### config.mk
export PLATFORM = sky130hd
export DESIGN_NAME = usb_rx_crc16_check
export DESIGN_NICKNAME = d
export VERILOG_FILES = /design/src/rtl/usb_rx_crc16_check.sv
export SDC_FILE = /design/constraint.sdc
export NUM_CORES = 1
export LEC_CHECK = 0
export CELL_PAD_IN_SITES_DETAIL_PLACEMENT = 0
export CELL_PAD_IN_SITES_GLOBAL_PLACEMENT = 2
export CORE_UTILIZATION = 40
export CTS_CLUSTER_DIAMETER = 80
export DETAILED_ROUTE_END_ITERATION = 16
export DONT_BUFFER_PORTS = 1
export PLACE_DENSITY = 0.81
export SLEW_MARGIN = 20
export SYNTH_ARGS = -nofsm -noshare
export SYNTH_HDL_FRONTEND = slang
export SYNTH_SLANG_ARGS = --single-unit
### constraint.sdc
create_clock -name clk -period 3.4 [get_ports clk]
set_clock_uncertainty 0.1 [all_clocks]
set_input_delay 0.51 -clock clk [delete_from_list [all_inputs] [get_ports clk]]
set_output_delay 0.51 -clock clk [all_outputs]
set_load 0.01 [all_outputs]
### src/rtl/usb_rx_crc16_check.sv
// USB receive-side DATA packet CRC16 checker.
// Runs the USB CRC16 over the whole data field (payload plus the two CRC
// bytes), forwards only the payload using a two-byte holding pipeline, and
// reports the packet status with a one-cycle done pulse.
module usb_rx_crc16_check #(
  parameter logic [15:0] RESIDUE = 16'h800D,
  parameter int unsigned MAX_LEN = 1024
) (
  input  logic        clk,
  input  logic        rst_n,
  input  logic        sop_i,
  input  logic [7:0]  data_i,
  input  logic        valid_i,
  input  logic        eop_i,
  input  logic        abort_i,
  output logic [7:0]  out_data_o,
  output logic        out_valid_o,
  output logic        done_o,
  output logic        crc_ok_o,
  output logic        err_short_o,
  output logic        err_len_o,
  output logic        err_abort_o,
  output logic [10:0] len_o,
  output logic        busy_o
);

  localparam logic [11:0] MAX_LEN_W = 12'(MAX_LEN);

  typedef enum logic [1:0] {IDLE, HOLD0, HOLD1, STREAM} state_t;

  state_t      state_q;
  logic [15:0] crc_q;
  logic [11:0] cnt_q;
  logic        len_err_q;
  logic [7:0]  slot_a_q;
  logic [7:0]  slot_b_q;

  logic [7:0]  out_data_q;
  logic        out_valid_q;
  logic        done_q;
  logic        crc_ok_q;
  logic        err_short_q;
  logic        err_len_q;
  logic        err_abort_q;
  logic [10:0] len_q;
  logic        busy_q;

  logic [15:0] crc_d;
  logic [15:0] crc_sop_d;
  logic [11:0] cnt_d;
  logic [11:0] pay_d;
  logic [11:0] pay_cur;
  logic        len_err_d;

  // One byte of CRC16 (poly 0x8005), data bit 0 shifted in first.
  function automatic logic [15:0] crc_step(input logic [15:0] c, input logic [7:0] d);
    logic [15:0] r;
    r = c;
    for (int k = 0; k < 8; k++) begin
      if (r[15] ^ d[k]) r = {r[14:0], 1'b0} ^ 16'h8005;
      else              r = {r[14:0], 1'b0};
    end
    return r;
  endfunction

  // Payload counts wider than the length port are clamped rather than wrapped.
  function automatic logic [10:0] len_sat(input logic [11:0] p);
    return (p > 12'd2047) ? 11'h7FF : p[10:0];
  endfunction

  // Next CRC, byte count and sticky length error if the current byte is accepted.
  always_comb begin
    crc_d     = crc_step(crc_q, data_i);
    crc_sop_d = crc_step(16'hFFFF, data_i);
    cnt_d     = (cnt_q == 12'hFFF) ? cnt_q : cnt_q + 12'd1;
    pay_d     = (cnt_d >= 12'd2) ? cnt_d - 12'd2 : 12'd0;
    pay_cur   = (cnt_q >= 12'd2) ? cnt_q - 12'd2 : 12'd0;
    len_err_d = len_err_q | (pay_d > MAX_LEN_W);
  end

  // Packet FSM, holding pipeline and registered status outputs.
  always_ff @(posedge clk or negedge rst_n) begin
    if (!rst_n) begin
      state_q     <= IDLE;
      crc_q       <= 16'hFFFF;
      cnt_q       <= 12'd0;
      len_err_q   <= 1'b0;
      slot_a_q    <= 8'd0;
      slot_b_q    <= 8'd0;
      out_data_q  <= 8'd0;
      out_valid_q <= 1'b0;
      done_q      <= 1'b0;
      crc_ok_q    <= 1'b0;
      err_short_q <= 1'b0;
      err_len_q   <= 1'b0;
      err_abort_q <= 1'b0;
      len_q       <= 11'd0;
      busy_q      <= 1'b0;
    end else begin
      done_q      <= 1'b0;
      out_valid_q <= 1'b0;
      if (state_q == IDLE) begin
        if (valid_i && sop_i) begin
          crc_q     <= crc_sop_d;
          slot_a_q  <= data_i;
          cnt_q     <= 12'd1;
          len_err_q <= 1'b0;
          if (eop_i) begin
            // Single-byte packet: cannot even hold a CRC.
            done_q      <= 1'b1;
            crc_ok_q    <= 1'b0;
            err_short_q <= 1'b1;
            err_len_q   <= 1'b0;
            err_abort_q <= 1'b0;
            len_q       <= 11'd0;
          end else begin
            state_q <= HOLD1;
            busy_q  <= 1'b1;
          end
        end
      end else if (abort_i || (valid_i && sop_i)) begin
        // Abort, or a new sop without the old eop: close the old packet as aborted.
        done_q      <= 1'b1;
        crc_ok_q    <= 1'b0;
        err_short_q <= 1'b0;
        err_len_q   <= len_err_q;
        err_abort_q <= 1'b1;
        len_q       <= len_sat(pay_cur);
        if (!abort_i && !eop_i) begin
          // Restart on the new sop byte in the same cycle.
          crc_q     <= crc_sop_d;
          slot_a_q  <= data_i;
          cnt_q     <= 12'd1;
          len_err_q <= 1'b0;
          state_q   <= HOLD1;
        end else begin
          // A single-byte packet overlapping the restart is dropped with the old one.
          state_q <= IDLE;
          busy_q  <= 1'b0;
        end
      end else if (valid_i) begin
        crc_q     <= crc_d;
        cnt_q     <= cnt_d;
        len_err_q <= len_err_d;
        case (state_q)
          HOLD0: begin
            slot_a_q <= data_i;
            state_q  <= HOLD1;
          end
          HOLD1: begin
            slot_b_q <= data_i;
            state_q  <= STREAM;
          end
          default: begin
            out_data_q  <= slot_a_q;
            out_valid_q <= 1'b1;
            slot_a_q    <= slot_b_q;
            slot_b_q    <= data_i;
          end
        endcase
        if (eop_i) begin
          state_q     <= IDLE;
          busy_q      <= 1'b0;
          done_q      <= 1'b1;
          err_short_q <= (cnt_d < 12'd2);
          crc_ok_q    <= (crc_d == RESIDUE) && !len_err_d && (cnt_d >= 12'd2);
          err_len_q   <= len_err_d;
          err_abort_q <= 1'b0;
          len_q       <= (cnt_d < 12'd2) ? 11'd0 : len_sat(pay_d);
        end
      end
    end
  end

  assign out_data_o  = out_data_q;
  assign out_valid_o = out_valid_q;
  assign done_o      = done_q;
  assign crc_ok_o    = crc_ok_q;
  assign err_short_o = err_short_q;
  assign err_len_o   = err_len_q;
  assign err_abort_o = err_abort_q;
  assign len_o       = len_q;
  assign busy_o      = busy_q;

endmodule

==> results of run 1 <==
## metrics by stage
| step | hold slack, ns | util |
|---|---|---|
| global placement | 0.1179 | 0.4313 |
| finish | 0.1969 | 0.4632 |
| floorplan | 0.1144 | - |
| detailed placement | 0.1178 | 0.4313 |
| CTS | 0.1880 | 0.4628 |
| global route | 0.1950 | 0.4632 |
## synthesized netlist by cell type, types with 2 or more instances
master	instances	area, um2
nor3_1	10	50.05
nor2_1	51	191.4
a31oi_1	9	56.30
buf_2	8	40.04
buf_4	4	30.03
nand2b_1	3	18.77
nand2_1	60	225.2
a22o_1	4	35.03
nor4_1	5	31.28
dfrtp_1	57	1426
o21ai_1	4	20.02
nand4_1	6	37.54
xnor2_1	36	315.3
a21o_1	2	15.01
a21boi_0	3	22.52
a31o_2	2	17.52
clkbuf_1	17	63.81
ha_1	8	100.1
xor2_1	28	245.2
or2_2	2	12.51
o21ai_0	50	250.2
and4_1	3	26.28
and3_1	7	43.79
o21a_1	3	22.52
mux2i_1	9	90.09
dfstp_2	16	420.4
mux2_2	16	180.2
nand3_1	13	65.06
o311ai_1	2	17.52
and2_1	3	18.77
a21oi_1	24	120.1
inv_1	12	45.04
## power by group through the flow
stage | sequential, mW | clock [mW] | combinational, mW
5_1_grt | 1.70 | 1.05 | 2.61
2_1_floorplan | 1.56 | 0 | 1.85
6_report | 1.64 | 0.995 | 2.33
4_1_cts | 1.65 | 1.02 | 2.34
3_3_place_gp | 1.65 | 0 | 2.30
3_5_place_dp | 1.66 | 0 | 2.31
## how the worst min path moves through the flow
stage	startpoint	end	cells after the start
final	eop_i	err_short_o$_DFFE_PN0P_	1
after global routing	eop_i	err_short_o$_DFFE_PN0P_	1
after CTS	eop_i	err_short_o$_DFFE_PN0P_	1
after detailed placement	rst_n	cnt_q[6]$_DFFE_PN0P_	0
after global placement	rst_n	cnt_q[8]$_DFFE_PN0P_	0
after floorplan	rst_n	busy_o$_DFFE_PN0P_	0
## cell type report
type	count	area (um2)	area share
Timing Repair Buffer	20	172.7	0.03365
Clock buffer	10	239.0	0.04657
Multi-Input combinational cell	391	2580	0.5028
Clock inverter	6	72.57	0.01414
Inverter	12	45.04	0.008778
Sequential cell	73	1847	0.3599
Tap cell	140	175.2	0.03414
## cell families (layout without fill, tap and decap cells)
family | after synthesis | after routing | share of synthesized area
fa+ha+maj | 8 | 8 | 0.02162
buf+inv | 43 | 48 | 0.04541
xor+xnor | 64 | 64 | 0.1211
mux | 27 | 27 | 0.06649
flops | 73 | 73 | 0.3989
simple gates | 173 | 173 | 0.1803
compound gates | 119 | 119 | 0.1662
## registers in the layout (all words and copies together) (netlist names)
signal	cells
err_short_o	1
out_valid_o	1
busy_o	1
err_len_o	1
out_data_o	8
done_o	1
len_err_q	1
state_q	2
slot_a_q	8
len_o	11
err_abort_o	1
slot_b_q	8
cnt_q	12
crc_ok_o	1
crc_q	16
## worst register-to-register path, stage by stage, from the launching register on
cell and delay [ns]:
dfrtp_1 0.35, ha_1 0.26, nand2_1 0.18, nor4_4 0.43, nor2_1 0.08, a21oi_1 0.19
ha_1 0.26, o2111a_2 0.25, xor2_1 0.08, nand4bb_1 0.28, a211oi_4 0.36, o41ai_2 0.11
## metal layers
metal | global-route usage | up-vias | share of wire
met5 | 0 | - | 0
met4 | 0.08952 | 0 | 0.031
met3 | 0.05039 | 26 | 0.044
met2 | 0.3607 | 86 | 0.49
met1 | 0.2455 | 1751 | 0.43
li1 | - | 1764 | -
==> impl_metrics.toml, run 1 <==
[power]
p_clk_frac = 0.201
seqPwrFrac = 0.330
pwr-share-comb = 0.469
switchingPower_mw = 2.050
power_mw = 4.958
peakVddDrop_v = 0.0004044
intPower_mw = 2.908
power.density_mw_per_mm2 = 966.3
sw_frac_of_total = 0.4135
p_leak_nw = 2.139

[timing]
min_period_over_period = 0.9004
tightestPinTransition_ns = 0.8689
fin_crit_ns = 3.061
setup_viol = 0
setup_ws_ns = 0.3387
maxSlewHeadroom = 0.4163
rsz0062_at_grt = "no"
slew_violations = 0
hold_viol = 0
fmax_mhz = 326.7
setup-tns-final_ns = 0

[cts]
cts_root_buf = "clkbuf_16"
clkTransAtPathRegs_ns = 0.06
cts_setup_buffers = 0
cts-buffers-inserted = 9
htree_num_levels = 3
cts_resized = 0
clkLatencyLatePin_ns = 0.34
clk_path_buf_depth = 2
cts_tree = "done"
clock_sinks = 73
cts_hold_buf = 2

[yosys]
yosys.cell_types.count = 62
yosysSeqAreaShare = 0.3989
postSynth.asyncResetShare = 1.000
synth_edf_count = 0
syn_inst = 507
synth_flop_cell = "dfrtp_1"
syn_area_per_cell_um2 = 9.131
syn-num-nets = 529
ys_seq_elements = 73
syn_area_mm2 = 0.004629
yosysWarnings = 0

[cells_and_area]
layout_commonest_cell = "nand2_1"
final_cells = 652
diodes = 0
final_area_mm2 = 0.005131
final_layout_size_suffix_gt1_frac = 0.1777
n_fill_cell = 1065
nets = 529
syn_to_final_growth_pct = 10.84
mostFrequentLayoutCells = "nand2_1, dfrtp_1, nor2_1"

[place]
gp_congestion = 0.8662
portBuffers = 0
place_area_mm2 = 0.004778
dpl_worst_slack_ns = 0.4074
placed_cells = 634
post-dp-hpwl_mm = 8.651

[setup_path]
rr_worst_depth = 11
cp_top_family = "simple AND/OR/NAND/NOR gates"
r2r_end = "err_len_o$_DFFE_PN0P_"
critPathLaunchType = "flop"
crit_end = "err_len_o$_DFFE_PN0P_"
slowest_stage = "nor4_4"
path_depth = 11
cp-end-kind = "flop"
rrSetupSlack_ns = 0.34
crit_path_max_fanout = 6
crit_chain = "ha_1 > nand2_1 > nor4_4 > nor2_1 > a21oi_1 > ha_1 > o2111a_2 > xor2_1 > nand4bb_1 > a211oi_4 > o41ai_2"
cp_common_cell = "ha_1"
slowest_delay_ns = 0.43
crit_start = "cnt_q[0]$_DFFE_PN0P_"
cp_num_buf_inv = 0
critPathArrivalTime_ns = 3.17
rr_startpoint = "cnt_q[0]$_DFFE_PN0P_"
path_class = "reg2reg"
cp.required_ns = 3.51

[global_routing]
grt_use_total = 0.2085
grt_pass1_vias = 3688
grt_max_degree = 74
grt-ovfl-total = 0
grt_pass1_wl_mm = 18.52
antenna_found_initial = 0

[worst_hold_path]
hold_class = "in2reg"

[run_status]
status = "complete, no violations"

[floorplanning]
die_w_um = 109.6
core_area_mm2 = 0.01108
num_rows = 38
initial_utilization = 0.4179
design.die.area_mm2 = 0.01201
ios = 40
die_h_um = 109.6

[job]
drv_cap = 0

[drt]
drt.antenna.violating_nets = 0
via_count = 3627
drc = 0
dr.first_iter.drc_count = 208
vias_per_cell = 5.563
wl_mm = 11.57
wl_per_cell_um = 17.75
dr.pass1.iters = 4
(Power assumes the default switching activity.)
==> run 2, diff against run 1 <==
--- a/config.mk
+++ b/config.mk
@@ -5,13 +5,14 @@
 export SDC_FILE = /design/constraint.sdc
 export NUM_CORES = 1
 export LEC_CHECK = 0
+export ABC_AREA = 1
+export BUFFER_PORTS_ARGS = -buffer_cell sky130_fd_sc_hd__buf_4
 export CELL_PAD_IN_SITES_DETAIL_PLACEMENT = 0
 export CELL_PAD_IN_SITES_GLOBAL_PLACEMENT = 2
-export CORE_UTILIZATION = 40
+export CORE_UTILIZATION = 35
 export CTS_CLUSTER_DIAMETER = 80
 export DETAILED_ROUTE_END_ITERATION = 16
-export DONT_BUFFER_PORTS = 1
-export PLACE_DENSITY = 0.81
+export PLACE_DENSITY = 0.8
 export SLEW_MARGIN = 20
 export SYNTH_ARGS = -nofsm -noshare
 export SYNTH_HDL_FRONTEND = slang
==> run 2 against run 1 <==
Against the previous run: flip-flop and latch count is the same; via count up 13%; final area up 5.2%; setup slack improved by 0.061 ns; die area grew 14%; sequential power decreased by 10%; wire length is 14% higher.
==> impl_metrics.toml, run 2 <==
[yosys]
synth_edf_count = 0
syn-num-nets = 625
synth_flop_cell = "dfrtp_1"
ys_top_cells_by_count = "nand2_1, inv_1, dfrtp_1"
yosys-top-cells-area = "dfrtp_1, nand2_1, dfstp_2"
synthMostInstantiatedCell = "nand2_1"
synth_top_area_frac = 0.3075
postSynth.asyncResetShare = 1.000
syn_area_per_cell_um2 = 7.692
syn_area_mm2 = 0.004638
yosysTopAreaCell = "dfrtp_1"
ys_seq_elements = 73
syn_inst = 603
yosysWarnings = 0
yosys.cell_types.count = 44
yosysSeqAreaShare = 0.3982

[timing]
rsz0062_at_grt = "no"
min_period_over_period = 0.8823
hold_slack_ns = 0.2222
fmax_mhz = 333.4
setup_viol = 0
setup-tns-final_ns = 0
hold_viol = 0
maxSlewHeadroom = 0.3497
tightestPinTransition_ns = 0.9755
fin_crit_ns = 3.000
slew_violations = 0

[floorplanning]
initial_utilization = 0.3631
num_rows = 41
die_h_um = 117.1
die_w_um = 117.1
core_area_mm2 = 0.01277
design.die.area_mm2 = 0.01372
ios = 40

[cells_and_area]
syn_to_final_growth_pct = 16.43
largest-register = "crc_q"
n_fill_cell = 1338
mostFrequentLayoutCells = "nand2_1, inv_1, dfrtp_1"
diodes = 0
layout_commonest_cell = "nand2_1"
final_layout_size_suffix_gt1_frac = 0.2012
nets = 663
largest_reg_flops = 16

[power]
intPower_mw = 2.746
peakVddDrop_v = 0.0003970
sw_frac_of_total = 0.4408
seqPwrFrac = 0.299
p_clk_frac = 0.205
pwr-share-comb = 0.496
switchingPower_mw = 2.165
power.density_mw_per_mm2 = 909.4
p_leak_nw = 2.621

[drt]
wl_mm = 13.16
drc = 0
drt.antenna.violating_nets = 0
dr.first_iter.drc_count = 222
wl_per_cell_um = 16.09
via_count = 4102
vias_per_cell = 5.015
dr.pass1.iters = 4

[cts]
cts_resized = 0
clock_sinks = 73
cts_tree = "done"
cts-buffers-inserted = 9
cts_root_buf = "clkbuf_16"
clkLatencyLatePin_ns = 0.34
clkTransAtPathRegs_ns = 0.07
cts_hold_buf = 0
cts_setup_buffers = 0
htree_num_levels = 3
clk_path_buf_depth = 2

[global_routing]
grt_pass1_vias = 4102
grt-ovfl-total = 0
grt_max_degree = 74
grt_pass1_wl_mm = 21.25
grt_use_total = 0.2079
antenna_found_initial = 0

[setup_path]
rrSetupSlack_ns = 0.40
cp_common_cell = "nand2_2"
slowest_stage = "dfrtp_1"
critPathArrivalTime_ns = 3.11
crit_chain = "ha_1 > inv_1 > nor2_4 > nand4_1 > nand2_2 > ha_1 > nand3_2 > nor2_2 > nand2_2 > nor2_1 > nand2_2 > nand3_4 > inv_2 > o21bai_1 > nand3_1"
cp.required_ns = 3.52
cp_top_family = "simple AND/OR/NAND/NOR gates"
path_class = "reg2reg"
crit_path_max_fanout = 7
critPathLaunchType = "flop"
slowest_delay_ns = 0.43
cp-end-kind = "flop"
cp_num_buf_inv = 2

[place]
portBuffers = 39
gp_congestion = 0.8495
post-dp-hpwl_mm = 9.936

[run_status]
status = "complete, no violations"

[worst_hold_path]
hold_class = "in2async"

[job]
drv_cap = 0
run 2: worst paths after layout:
check                                            end  depth (start not counted)             startpoint
max                            len_o[10]$_DFFE_PN0P_                         15   cnt_q[0]$_DFFE_PN0P_
min                             cnt_q[5]$_DFFE_PN0P_                          1                  rst_n
max reg2reg                    len_o[10]$_DFFE_PN0P_                         15   cnt_q[0]$_DFFE_PN0P_
min reg2reg                    crc_q[12]$_DFFE_PN1P_                          2  crc_q[12]$_DFFE_PN1P_
max in group asynchronous  out_data_o[0]$_DFFE_PN0P_                          1                  rst_n
min in group clk               crc_q[12]$_DFFE_PN1P_                          2  crc_q[12]$_DFFE_PN1P_
run 2: final cells by class:
type                            instances  area (um2)  area share
Sequential cell                        73        1847      0.3420
Multi-Input combinational cell        431        2382      0.4411
Tap cell                              172       215.2     0.03985
Timing Repair Buffer                   46       345.3     0.06395
Inverter                               80       302.8     0.05607
Clock inverter                          7       82.58     0.01529
Clock buffer                            9       225.2     0.04171
run 2: power by group through the flow:
stage / clock, mW / sequential [mW] / combinational (mW)
floorplan: 0 / 1.49 / 1.68
global placement: 0 / 1.47 / 2.43
detailed placement: 0 / 1.48 / 2.46
CTS: 1.03 / 1.47 / 2.47
global route: 1.06 / 1.51 / 2.76
finish: 1.01 / 1.47 / 2.44
run 2: per-layer routing:
layer / vias up / wire length [um] / global-route usage
met4: 0 / 350 / 0.08523
li1: 2036 / - / -
met1: 1980 / 5782 / 0.2515
met2: 65 / 6678 / 0.3700
met3: 21 / 346 / 0.03038
met5: - / 0 / 0
run 2: cells by family (layout without fill, tap and decap cells):
family,Yosys count,in the layout,share of synthesized area
buffers and inverters,99,142,0.08821
multiplexers,4,4,0.009711
AO/OA/AOI/OAI,114,114,0.1430
XOR/XNOR,36,36,0.06960
AND/OR/NAND/NOR,269,269,0.2698
flip-flops,73,73,0.3982
adder cells (fa/ha/maj),8,8,0.02158
run 2: stage by stage:
stage / worst slack, ns / power (mW) / instance area, um2 / std cells / utilization
floorplan: 0.9216 / 3.165 / 4638 / 603 / -
CTS: 0.4118 / 4.965 / 5400 / 818 / 0.4228
finish: 0.4002 / 4.911 / 5400 / 818 / 0.4228
detailed placement: 0.4199 / 3.938 / 5092 / 802 / 0.3987
global route: 0.1258 / 5.338 / 5400 / 818 / 0.4228
global placement: 0.5536 / 3.906 / 5092 / 802 / 0.3987
==> run 3, diff against run 2 <==
--- a/config.mk
+++ b/config.mk
@@ -13,6 +13,7 @@
 export CTS_CLUSTER_DIAMETER = 80
 export DETAILED_ROUTE_END_ITERATION = 16
 export PLACE_DENSITY = 0.8
+export RECOVER_POWER = 25
 export SLEW_MARGIN = 20
 export SYNTH_ARGS = -nofsm -noshare
 export SYNTH_HDL_FRONTEND = slang
==> run 3 against run 2 <==
Against the previous run: the flow now finishes with violations (capacitance limit, slew limit); power about the same; global-route usage is the same; sequential share of layout area about the same; register-to-register slack hardly changed; largest power group unchanged.
==> impl_metrics.toml, run 3 (synthesized netlist as in run 2, its figures left out) <==
[drt]
wl_per_cell_um = 16.08
drc = 0
dr.first_iter.drc_count = 222
wl_mm = 13.16
dr_wl_met2_mm = 6.678
met3_length_um = 333
drt.antenna.violating_nets = 0
via_count = 4100
dr.pass1.iters = 4
top_layer_used = "met4"
met1_length_mm = 5.793
vias_per_cell = 5.012

[setup_path]
crit_start = "cnt_q[0]$_DFFE_PN0P_"
path_class = "reg2reg"
rr_startpoint = "cnt_q[0]$_DFFE_PN0P_"
crit_path_max_fanout = 7
cp.required_ns = 3.52
critPathArrivalTime_ns = 3.11
critPathLaunchType = "flop"
rrSetupSlack_ns = 0.41
cp-end-kind = "flop"

[cts]
cts_resized = 0
cts-buffers-inserted = 9
cts_tree = "done"
clk_path_buf_depth = 2
cts_root_buf = "clkbuf_16"
clock_sinks = 73
clkTransAtPathRegs_ns = 0.06
htree_num_levels = 3
cts_hold_buf = 0
clkLatencyLatePin_ns = 0.34
cts_setup_buffers = 0

[cells_and_area]
diodes = 0
mostFrequentLayoutCells = "nand2_1, inv_1, dfrtp_1"
layout_commonest_cell = "nand2_1"
syn_to_final_growth_pct = 16.37
largest_reg_flops = 16
final_layout_size_suffix_gt1_frac = 0.2012
nets = 663
fin_util = 0.4226
largest-register = "crc_q"

[worst_hold_path]
hold_class = "reg2reg"
min_from = "crc_q[12]$_DFFE_PN1P_"

[timing]
hold_slack_ns = 0.3743
min_period_over_period = 0.8801
fmax_mhz = 334.2
rsz0062_at_grt = "no"
slew_violations = 74
hold_viol = 0
fin_crit_ns = 2.992
maxSlewHeadroom = -0.2741
setup_ws_ns = 0.4077
setup-tns-final_ns = 0
tightestPinTransition_ns = 1.911
setup_viol = 0

[floorplanning]
die_h_um = 117.1
design.die.area_mm2 = 0.01372
num_rows = 41
die_w_um = 117.1
initial_utilization = 0.3631
ios = 40
core_area_mm2 = 0.01277

[job]
drv_cap = 1

[place]
portBuffers = 39
dpl_worst_slack_ns = 0.4199
post-dp-hpwl_mm = 9.936
gp_congestion = 0.8495

[power]
power.density_mw_per_mm2 = 909.9
p_leak_nw = 2.620
peakVddDrop_v = 0.0003971

[run_status]
status = "finished with violations"
failed_checks = "capacitance limit, slew limit"

[global_routing]
grt_max_degree = 74
grt_pass1_wl_mm = 21.25
grt-ovfl-total = 0
grt_use_total = 0.2079
antenna_found_initial = 0
grt_pass1_vias = 4102
run 3: cell count changes in the layout (fill, tap and decap cells not counted), sizes merged:
cell,before,now
buf,46,45
clkbuf,9,10
run 3: area by class of cell:
cell class              instances  area, um2
fillers                      1339       7376
multi-input cells             431       2382
flip-flops and latches         73       1847
repair buffers                 46      342.8
inverters                      80      302.8
clock buffers                   9      225.2
well taps                     172      215.2
clock inverters                 7      82.58
run 3: metrics by stage:
step | total power, mW | std cells | instance area [um2]
floorplan | 3.165 | 603 | 4638
global placement | 3.906 | 802 | 5092
detailed placement | 3.938 | 802 | 5092
CTS | 4.965 | 818 | 5400
global route | 5.338 | 818 | 5398
finish | 4.911 | 818 | 5398
run 3: routing by layer:
| layer | vias up | track usage |
|---|---|---|
| met5 | - | 0 |
| li1 | 2037 | - |
| met3 | 21 | 0.03038 |
| met4 | 0 | 0.08523 |
| met1 | 1979 | 0.2515 |
| met2 | 63 | 0.3700 |
run 3: critical path: stages (launching register included):
cell and delay, ns:
dfrtp_1 0.43, ha_1 0.30, inv_1 0.10, nor2_4 0.20, nand4_1 0.27, nand2_2 0.18, ha_1 0.21, nand3_2 0.10
nor2_2 0.19, nand2_2 0.10, nor2_1 0.12, nand2_2 0.08, nand3_4 0.13, inv_2 0.08, o21bai_1 0.18, nand3_1 0.09
run 3: final timing paths:
kind	end	cells past startpoint
min reg2reg	crc_q[12]$_DFFE_PN1P_	2
max reg2reg	len_o[10]$_DFFE_PN0P_	15
min	crc_q[12]$_DFFE_PN1P_	2
min in group asynchronous	cnt_q[5]$_DFFE_PN0P_	1
max in group asynchronous	out_data_o[0]$_DFFE_PN0P_	1
max	len_o[10]$_DFFE_PN0P_	15
run 3: power breakdown:
group | internal, mW | total (mW) | switching (mW)
sequential | 1.27 | 1.47 | 0.194
combinational | 0.892 | 2.44 | 1.54
clock | 0.582 | 1.01 | 0.427
